<file path="src/rtl/b_reg_wr_arb.sv">
// Write-port arbiter for the single-write-port register file.
// Writeback always wins; queued MDU results come next, and debug writes take the port only when both are quiet.
module b_reg_wr_arb #(
    parameter int DATA_W       = 32,
    parameter int ADDR_W       = 5,
    parameter int FIFO_DEPTH   = 2,
    parameter int STARVE_LIMIT = 4,
    parameter int CNT_W        = 3
) (
    input  logic              i_sys_clock,
    input  logic              i_sys_reset_n,
    input  logic              i_b_rwa_wb_regwr,
    input  logic [ADDR_W-1:0] i_b_rwa_wb_addr,
    input  logic [DATA_W-1:0] i_b_rwa_wb_data,
    input  logic              i_b_rwa_mdu_valid,
    output logic              o_b_rwa_mdu_ready,
    input  logic [ADDR_W-1:0] i_b_rwa_mdu_addr,
    input  logic [DATA_W-1:0] i_b_rwa_mdu_data,
    input  logic              i_b_rwa_dbg_valid,
    output logic              o_b_rwa_dbg_ready,
    input  logic [ADDR_W-1:0] i_b_rwa_dbg_addr,
    input  logic [DATA_W-1:0] i_b_rwa_dbg_data,
    output logic              o_b_rwa_regwr,
    output logic [ADDR_W-1:0] o_b_rwa_wr_addr,
    output logic [DATA_W-1:0] o_b_rwa_wr_data,
    output logic [31:0]       o_b_rwa_pend_mask,
    output logic              o_b_rwa_stall_req
);

    localparam int PTR_W = (FIFO_DEPTH > 1) ? $clog2(FIFO_DEPTH) : 1;
    localparam int OCC_W = $clog2(FIFO_DEPTH + 1);

    logic [ADDR_W-1:0]     fifo_addr [FIFO_DEPTH];
    logic [DATA_W-1:0]     fifo_data [FIFO_DEPTH];
    logic [FIFO_DEPTH-1:0] slot_valid;
    logic [PTR_W-1:0]      rd_ptr;
    logic [PTR_W-1:0]      wr_ptr;
    logic [OCC_W-1:0]      occupancy;
    logic [CNT_W-1:0]      starve_cnt;
    logic [CNT_W-1:0]      starve_cnt_next;
    logic                  stall_q;
    logic [31:0]           pend;

    logic wb_active;
    logic fifo_empty;
    logic fifo_full;
    logic push;
    logic pop;

    assign wb_active  = i_b_rwa_wb_regwr && (i_b_rwa_wb_addr != '0);
    assign fifo_empty = (occupancy == '0);
    assign fifo_full  = (occupancy == OCC_W'(FIFO_DEPTH));
    // Results for r0 complete the handshake but are never queued.
    assign push = i_sys_reset_n && i_b_rwa_mdu_valid && !fifo_full && (i_b_rwa_mdu_addr != '0);
    assign pop  = i_sys_reset_n && !wb_active && !fifo_empty;

    always_comb begin
        starve_cnt_next = starve_cnt;
        if (pop || fifo_empty) begin
            starve_cnt_next = '0;
        end else if (wb_active && (starve_cnt != CNT_W'(STARVE_LIMIT))) begin
            starve_cnt_next = starve_cnt + 1'b1;
        end
    end

    always_ff @(posedge i_sys_clock) begin
        if (!i_sys_reset_n) begin
            rd_ptr     <= '0;
            wr_ptr     <= '0;
            occupancy  <= '0;
            slot_valid <= '0;
            starve_cnt <= '0;
            stall_q    <= 1'b0;
        end else begin
            if (pop) begin
                rd_ptr             <= rd_ptr + 1'b1;
                slot_valid[rd_ptr] <= 1'b0;
            end
            if (push) begin
                wr_ptr             <= wr_ptr + 1'b1;
                slot_valid[wr_ptr] <= 1'b1;
            end
            case ({push, pop})
                2'b10:   occupancy <= occupancy + 1'b1;
                2'b01:   occupancy <= occupancy - 1'b1;
                default: occupancy <= occupancy;
            endcase
            starve_cnt <= starve_cnt_next;
            if (pop) begin
                stall_q <= 1'b0;
            end else if (starve_cnt_next == CNT_W'(STARVE_LIMIT)) begin
                stall_q <= 1'b1;
            end
        end
    end

    always_ff @(posedge i_sys_clock) begin
        if (push) begin
            fifo_addr[wr_ptr] <= i_b_rwa_mdu_addr;
            fifo_data[wr_ptr] <= i_b_rwa_mdu_data;
        end
    end

    always_comb begin
        pend = '0;
        for (int i = 0; i < FIFO_DEPTH; i++) begin
            if (slot_valid[i]) begin
                pend[fifo_addr[i]] = 1'b1;
            end
        end
        pend[0] = 1'b0;
    end

    // Every output is held at zero while reset is asserted.
    always_comb begin
        o_b_rwa_mdu_ready = 1'b0;
        o_b_rwa_dbg_ready = 1'b0;
        o_b_rwa_regwr     = 1'b0;
        o_b_rwa_wr_addr   = '0;
        o_b_rwa_wr_data   = '0;
        o_b_rwa_pend_mask = '0;
        o_b_rwa_stall_req = 1'b0;
        if (i_sys_reset_n) begin
            o_b_rwa_mdu_ready = !fifo_full;
            o_b_rwa_pend_mask = pend;
            o_b_rwa_stall_req = stall_q;
            if (wb_active) begin
                o_b_rwa_regwr   = 1'b1;
                o_b_rwa_wr_addr = i_b_rwa_wb_addr;
                o_b_rwa_wr_data = i_b_rwa_wb_data;
            end else if (!fifo_empty) begin
                o_b_rwa_regwr   = 1'b1;
                o_b_rwa_wr_addr = fifo_addr[rd_ptr];
                o_b_rwa_wr_data = fifo_data[rd_ptr];
            end else if (i_b_rwa_dbg_valid) begin
                o_b_rwa_dbg_ready = 1'b1;
                o_b_rwa_regwr     = (i_b_rwa_dbg_addr != '0);
                o_b_rwa_wr_addr   = i_b_rwa_dbg_addr;
                o_b_rwa_wr_data   = i_b_rwa_dbg_data;
            end
        end
    end

endmodule

</file>
<file path="config.mk">
export PLATFORM = sky130hd
export DESIGN_NAME = b_reg_wr_arb
export DESIGN_NICKNAME = d
export VERILOG_FILES = /design/src/rtl/b_reg_wr_arb.sv
export SDC_FILE = /design/constraint.sdc
export NUM_CORES = 1
export LEC_CHECK = 0
export CAP_MARGIN = 0
export CELL_PAD_IN_SITES_DETAIL_PLACEMENT = 1
export CELL_PAD_IN_SITES_GLOBAL_PLACEMENT = 2
export CORE_ASPECT_RATIO = 1.1
export CORE_MARGIN = 2
export CORE_UTILIZATION = 24
export DETAILED_ROUTE_END_ITERATION = 16
export PLACE_DENSITY_LB_ADDON = 0.1
export SYNTH_ARGS = -nofsm -noshare
export SYNTH_HDL_FRONTEND = slang
export SYNTH_SLANG_ARGS = --single-unit
</file>
<file path="constraint.sdc">
create_clock -name i_sys_clock -period 3.3 [get_ports i_sys_clock]
set_input_delay 0.99 -clock i_sys_clock [delete_from_list [all_inputs] [get_ports i_sys_clock]]
set_output_delay 0.99 -clock i_sys_clock [all_outputs]
set_load 0.05 [all_outputs]
</file>
* Word-level counts from Yosys, hierarchy flattened
Memory sizes are Yosys's and may differ from the RTL's. A register that Yosys moved wholly into a read port is not among the register bits.
Cells that the tools add are included.
** Cells by class
- Multiplexer cells :: 41
- Shift operators :: 0
- Reductions and logical operators :: 21
- Eq/ne operators :: 5
- Divide/modulo/power cells :: 0
- Add/subtract/negate cells :: 5
- Multipliers :: 0
- Bitwise gates (word level) :: 5
- Order comparisons :: 8
** Operators with widths (count)
- $mux 32 :: 7
- $or 32x32->32 :: 1
- $mux 1 :: 20
- $mux 5 :: 4
- $reduce_bool 5->1 :: 3
- $lt 5x6->1 const B :: 2
- $logic_and 1x1->1 :: 11
- $demux 1 s5 :: 2
- $ge 5x1->1 const B :: 2
- $mux 2 :: 3
- $mux 3 :: 2
- $eq 2x2->1 const B :: 2
- $lt 1x2->1 const B :: 2
- $pmux 2 s2 :: 1
- $add 3x1->3 const B :: 1
- $eq 3x3->1 const B :: 1
- $logic_not 1->1 :: 3
- $ne 3x3->1 const B :: 1
- $add 1x1->1 const B :: 2
- $add 2x1->2 const B :: 1
- $and 2x2->2 :: 1
- $demux 1 s1 :: 2
- $eq 2x1->1 const B :: 1
- $ge 1x1->1 const B :: 2
- other kinds (8) :: 8
** Storage, ports and cells
- Bits in registers :: 10
- Memories kept :: 2
- Memory bits (read-only) :: 0
- RAM bits :: 74
- Output and inout bits :: 73
- Input bits :: 116
- Logic and storage cells :: 93
- Latch bits :: 0
** Memory list
- fifo_data :: depth 2, bits a word 32, rd ports 1, clocked after Yosys merged registers in 1, wr ports 1, line 34 : logic [DATA_W-1:0] fifo_data [FIFO_DEPTH];
- fifo_addr :: depth 2, bits a word 5, rd ports 3, clocked after Yosys merged registers in 1, wr ports 1, line 33 : logic [ADDR_W-1:0] fifo_addr [FIFO_DEPTH];

* Depth between registers and ports, before layout
- Depth in word-level cells :: 10
- Mapped depth :: 7
- Depth with buffers taken out :: 7

* Worst setup path after synthesis
OpenSTA, ideal clock, no wires.
- Path kind :: input to register
- From :: input i_sys_reset_n
- To :: memory fifo_addr[0][0] (enable)
- Slack :: -0.637 ns
- Stages on the path :: 3
- Data required time :: 2.862 ns
- Buffers on the path :: 0
- Arrival time :: 3.499 ns
- Path through :: and2_1 o211a_1 nor2b_1
** Between the ends
- Word-level cells in the longest chain between the ends :: 5
** RTL lines
- start, declared :: line 11 : input logic i_sys_reset_n,
- $logic_and 1x1->1 (3 in a row) :: line 54 : assign push = i_sys_reset_n && i_b_rwa_mdu_valid && !fifo_full && (i_b_rwa_mdu_addr != '0);
- $mux 1 :: line 98 : if (push) begin
- $mux 1 (not written as such) :: line 99 : fifo_addr[wr_ptr] <= i_b_rwa_mdu_addr;
- end, declared :: line 33
No other way between the ends.

* Worst setup path in the final report
- From :: input i_b_rwa_wb_addr[2]
- To :: output o_b_rwa_wr_data[21]
** Between the ends
- Word-level cells in the longest chain between the ends :: 4
** RTL lines
- start, declared :: line 13 : input logic [ADDR_W-1:0] i_b_rwa_wb_addr,
- $reduce_bool 5->1 :: line 50 : assign wb_active = i_b_rwa_wb_regwr && (i_b_rwa_wb_addr != '0);
- $logic_and 1x1->1 :: line 50
- $mux 32 :: line 127 : if (wb_active) begin
- $mux 32 :: line 123 : if (i_sys_reset_n) begin
- end, declared :: line 25 : output logic [DATA_W-1:0] o_b_rwa_wr_data,
No other way between the ends.

==> results.toml <==
[cts]
tritoncts = "built"
htree_levels = 3
tritoncts_buffer_count = 9
clock_latency_ps = 340
clkSinkCount = 85
clk_pin_slew_worst_paths_ps = 60
ctsRootBufferMaster = "sky130_fd_sc_hd__clkbuf_16"
cts-root-to-sink-buffers = 2

[logic_synthesis]
synth-seq-area-share_pct = 50.5
postSynthCellCount = 461
synthTopCellsByCount = "sky130_fd_sc_hd__a21oi_1, sky130_fd_sc_hd__edfxtp_1, sky130_fd_sc_hd__nor2b_1"
synth-main-ff-cell = "sky130_fd_sc_hd__edfxtp_1"
synth.distinct_cells = 40
synth_area_sq_mm = 0.00483
postSynthRegisterBits = 85
synth_edf_count = 74
synth.net_count = 579
synth_area_per_inst_sq_um = 10.5
yosys_warning_count = 0
post-synth-top-count-cell = "sky130_fd_sc_hd__a21oi_1"
yosys-top-cells-area = "sky130_fd_sc_hd__edfxtp_1, sky130_fd_sc_hd__mux2i_1, sky130_fd_sc_hd__a21oi_1"
ys_async_sr_fraction_pct = 0
synth_top_cell_area_share_pct = 46.0
yosys.area.top_type = "sky130_fd_sc_hd__edfxtp_1"

[sta]
grt_setup_unrepaired = "yes"
max_slew_margin_vs_limit_pct = 54.7
setup_tns_ps = -14580
fin_ws_ps = -452
timing.final.crit_period_ps = 3750
fmaxAchievable_mhz = 267
timing.clock.skew_ps = 7.64
timing_hold_violations_final = 0
hold_ws_ps = 516
timing.final.setup_violations = 39
maxSlewViolCount = 0
tightestPinTransition_ps = 678
post-route-period-util_pct = 114

[worst_setup_path]
critPathCaptureType = "primary output"
timing.reg2reg.setup_slack_ps = 1180
crit_path_start_kind = "input port"
worstPathArrival_ps = 2760
startpoint_to_endpoint_class_of_the_critical_path = "input port to primary output"
worstPathMaxFanout = 7
crit-reg2reg-capture = "fifo_data[0][15]"
worst-endpoint-required_ps = 2310
worst-r2r-cell-count = 5
worst_r2r_startpoint = "occupancy[0]"

[detailed_routing]
post_drt_via_cell_ratio = 4.84
drt_wl_total_um = 18400
drtPass1Iterations = 4
drt-wirelength-per-cell_um = 20.3
routed-via-count = 4393
detailedRoute.firstIterationViolations = 107
drc_errors = 0
antenna_violating_nets_post_route = 0

[placement]
dp_wirelength_um = 12600
dp_slack_ps = -795
cell_area_reported_after_detailed_placement_sq_mm = 0.00814
gp_congestion = 0.728
placement.io_buffers = 187

[floorplanning]
design.core.area_sq_mm = 0.0198
floorplan.die_area_sq_mm = 0.0213
start_util_pct = 24.4
rows = 54
design.portCount = 189
floorplan.die.width_um = 139
chipHeight_um = 153

[cells_and_area]
design_area_sq_mm = 0.00941
num_antenna_cells = 0
fraction_of_layout_cells_with_a_size_suffix_above_1_pct = 38.6
sequential_cell_area_sq_mm = 0.00244
fillCellCount = 1990
multi_input_area_sq_mm = 0.00320
layout-area-overhead-vs-synth_pct = 94.6
num-nets-final = 769

[pwr]
cellLeakagePower_nw = 3.19
power-per-cell-area_mw_per_mm2 = 394
power.ir.vdd_worst_uv = 279
power_mw = 3.70

[global_routing]
grt_antenna_before_repair = 0
globalRouteTotalUtil_pct = 17.2
grt_overflow = 0
grt_pass1_vias = 5017
grt_max_degree = 50
grt_pass1_wl_um = 28600

[hold_path]
hp-class = "register to register"
timing.hold.worst.start = "rd_ptr"
depth_of_the_worst_hold_timing_path = 2

[job]
drv.max_cap_violation_count = 0

[outcome]
outcome = "complete, but fails checks"
failing_checks = "negative setup slack"
[report_power, final]
part	switching (mW)	internal (mW)	leakage (nW)	total (mW)
Clock	0.412	0.733	0.162	1.14
Sequential	0.0243	1.21	0.769	1.24
Combinational	0.703	0.619	2.25	1.32
Total	1.14	2.56	3.19	3.70
[layer usage]
layer / track usage (%) / part of all wire, %
met1: 20.0 / 40
met5: 0 / 0
met2: 31.1 / 53
met3: 3.60 / 4.8
met4: 6.06 / 2.2
[cells by family (layout without fill, tap and decap cells)]
group	after synthesis	after routing	share of synthesized area (%)
compound gates	157	158	19.9
xor+xnor	2	2	0.362
fa+ha+maj	2	2	0.518
buf+inv	46	239	4.19
flops	85	85	50.5
mux	40	40	8.28
other cells	1	1	0.0776
simple gates	128	128	16.2
[cell type report]
type | count | area share [%]
tap | 252 | 3.35
multi-input combinational | 331 | 34.0
sequential | 85 | 26.0
inverter | 2 | 0.0798
clock buffer | 10 | 2.43
clock inverter | 5 | 1.06
timing repair buffer | 222 | 33.1
[worst max-delay path, cell delays in order]
cell,delay (ps)
sky130_fd_sc_hd__buf_6,100
sky130_fd_sc_hd__or4_4,560
sky130_fd_sc_hd__o21a_4,270
sky130_fd_sc_hd__buf_12,140
sky130_fd_sc_hd__buf_16,150
sky130_fd_sc_hd__a211oi_4,210
sky130_fd_sc_hd__a21oi_4,60
sky130_fd_sc_hd__nor2b_4,130
sky130_fd_sc_hd__buf_12,140
[placed cells by master, fill, tap and decap left out, drive strengths merged, types with 4 or more instances in the layout]
cell / instances
a211oi: 37
a21boi: 4
a21oi: 75
and2: 34
buf: 110
clkbuf: 11
clkdlybuf4s50: 108
dfxtp: 11
edfxtp: 74
mux2i: 40
nand2: 10
nand3: 6
nand3b: 10
nor2: 9
nor2b: 41
o21a: 4
o22ai: 31
or3: 4
or3b: 5
[per-stage QoR]
stage,instances,util (%)
global placement,879,41.1
floorplan,461,-
finish,907,47.5
global route,907,47.5
detailed placement,879,41.1
CTS,905,46.7
[flip-flops by register name, indices dropped and copies added, names as in the netlist, named ones only]
name	flops
starve_cnt	3
stall_q	1
rd_ptr	1
fifo_addr	10
fifo_data	64
wr_ptr	1
occupancy	2
slot_valid	2
[how the worst max path moves through the flow]
stage | startpoint | to | cells after the start
after floorplan | i_b_rwa_wb_addr[0] | o_b_rwa_wr_data[0] | 7
after global placement | i_b_rwa_wb_addr[3] | o_b_rwa_wr_data[19] | 8
after detailed placement | i_b_rwa_wb_addr[3] | o_b_rwa_wr_data[24] | 8
after CTS | i_b_rwa_wb_addr[2] | o_b_rwa_wr_addr[4] | 9
after global routing | i_b_rwa_wb_addr[2] | o_b_rwa_wr_data[21] | 9
final | i_b_rwa_wb_addr[2] | o_b_rwa_wr_data[21] | 9
[timing repair]
| action | CTS | global route |
|---|---|---|
| hold buffers | 0 | 0 |
| endpoints found under the setup margin | 39 | 39 |
| resized for setup | 119 | 27 |
| pin swaps | 18 | 5 |
| gates cloned | 7 | 1 |
| buffers inserted | 4 | 3 |
No activity file was read; power rests on OpenSTA's default activity.
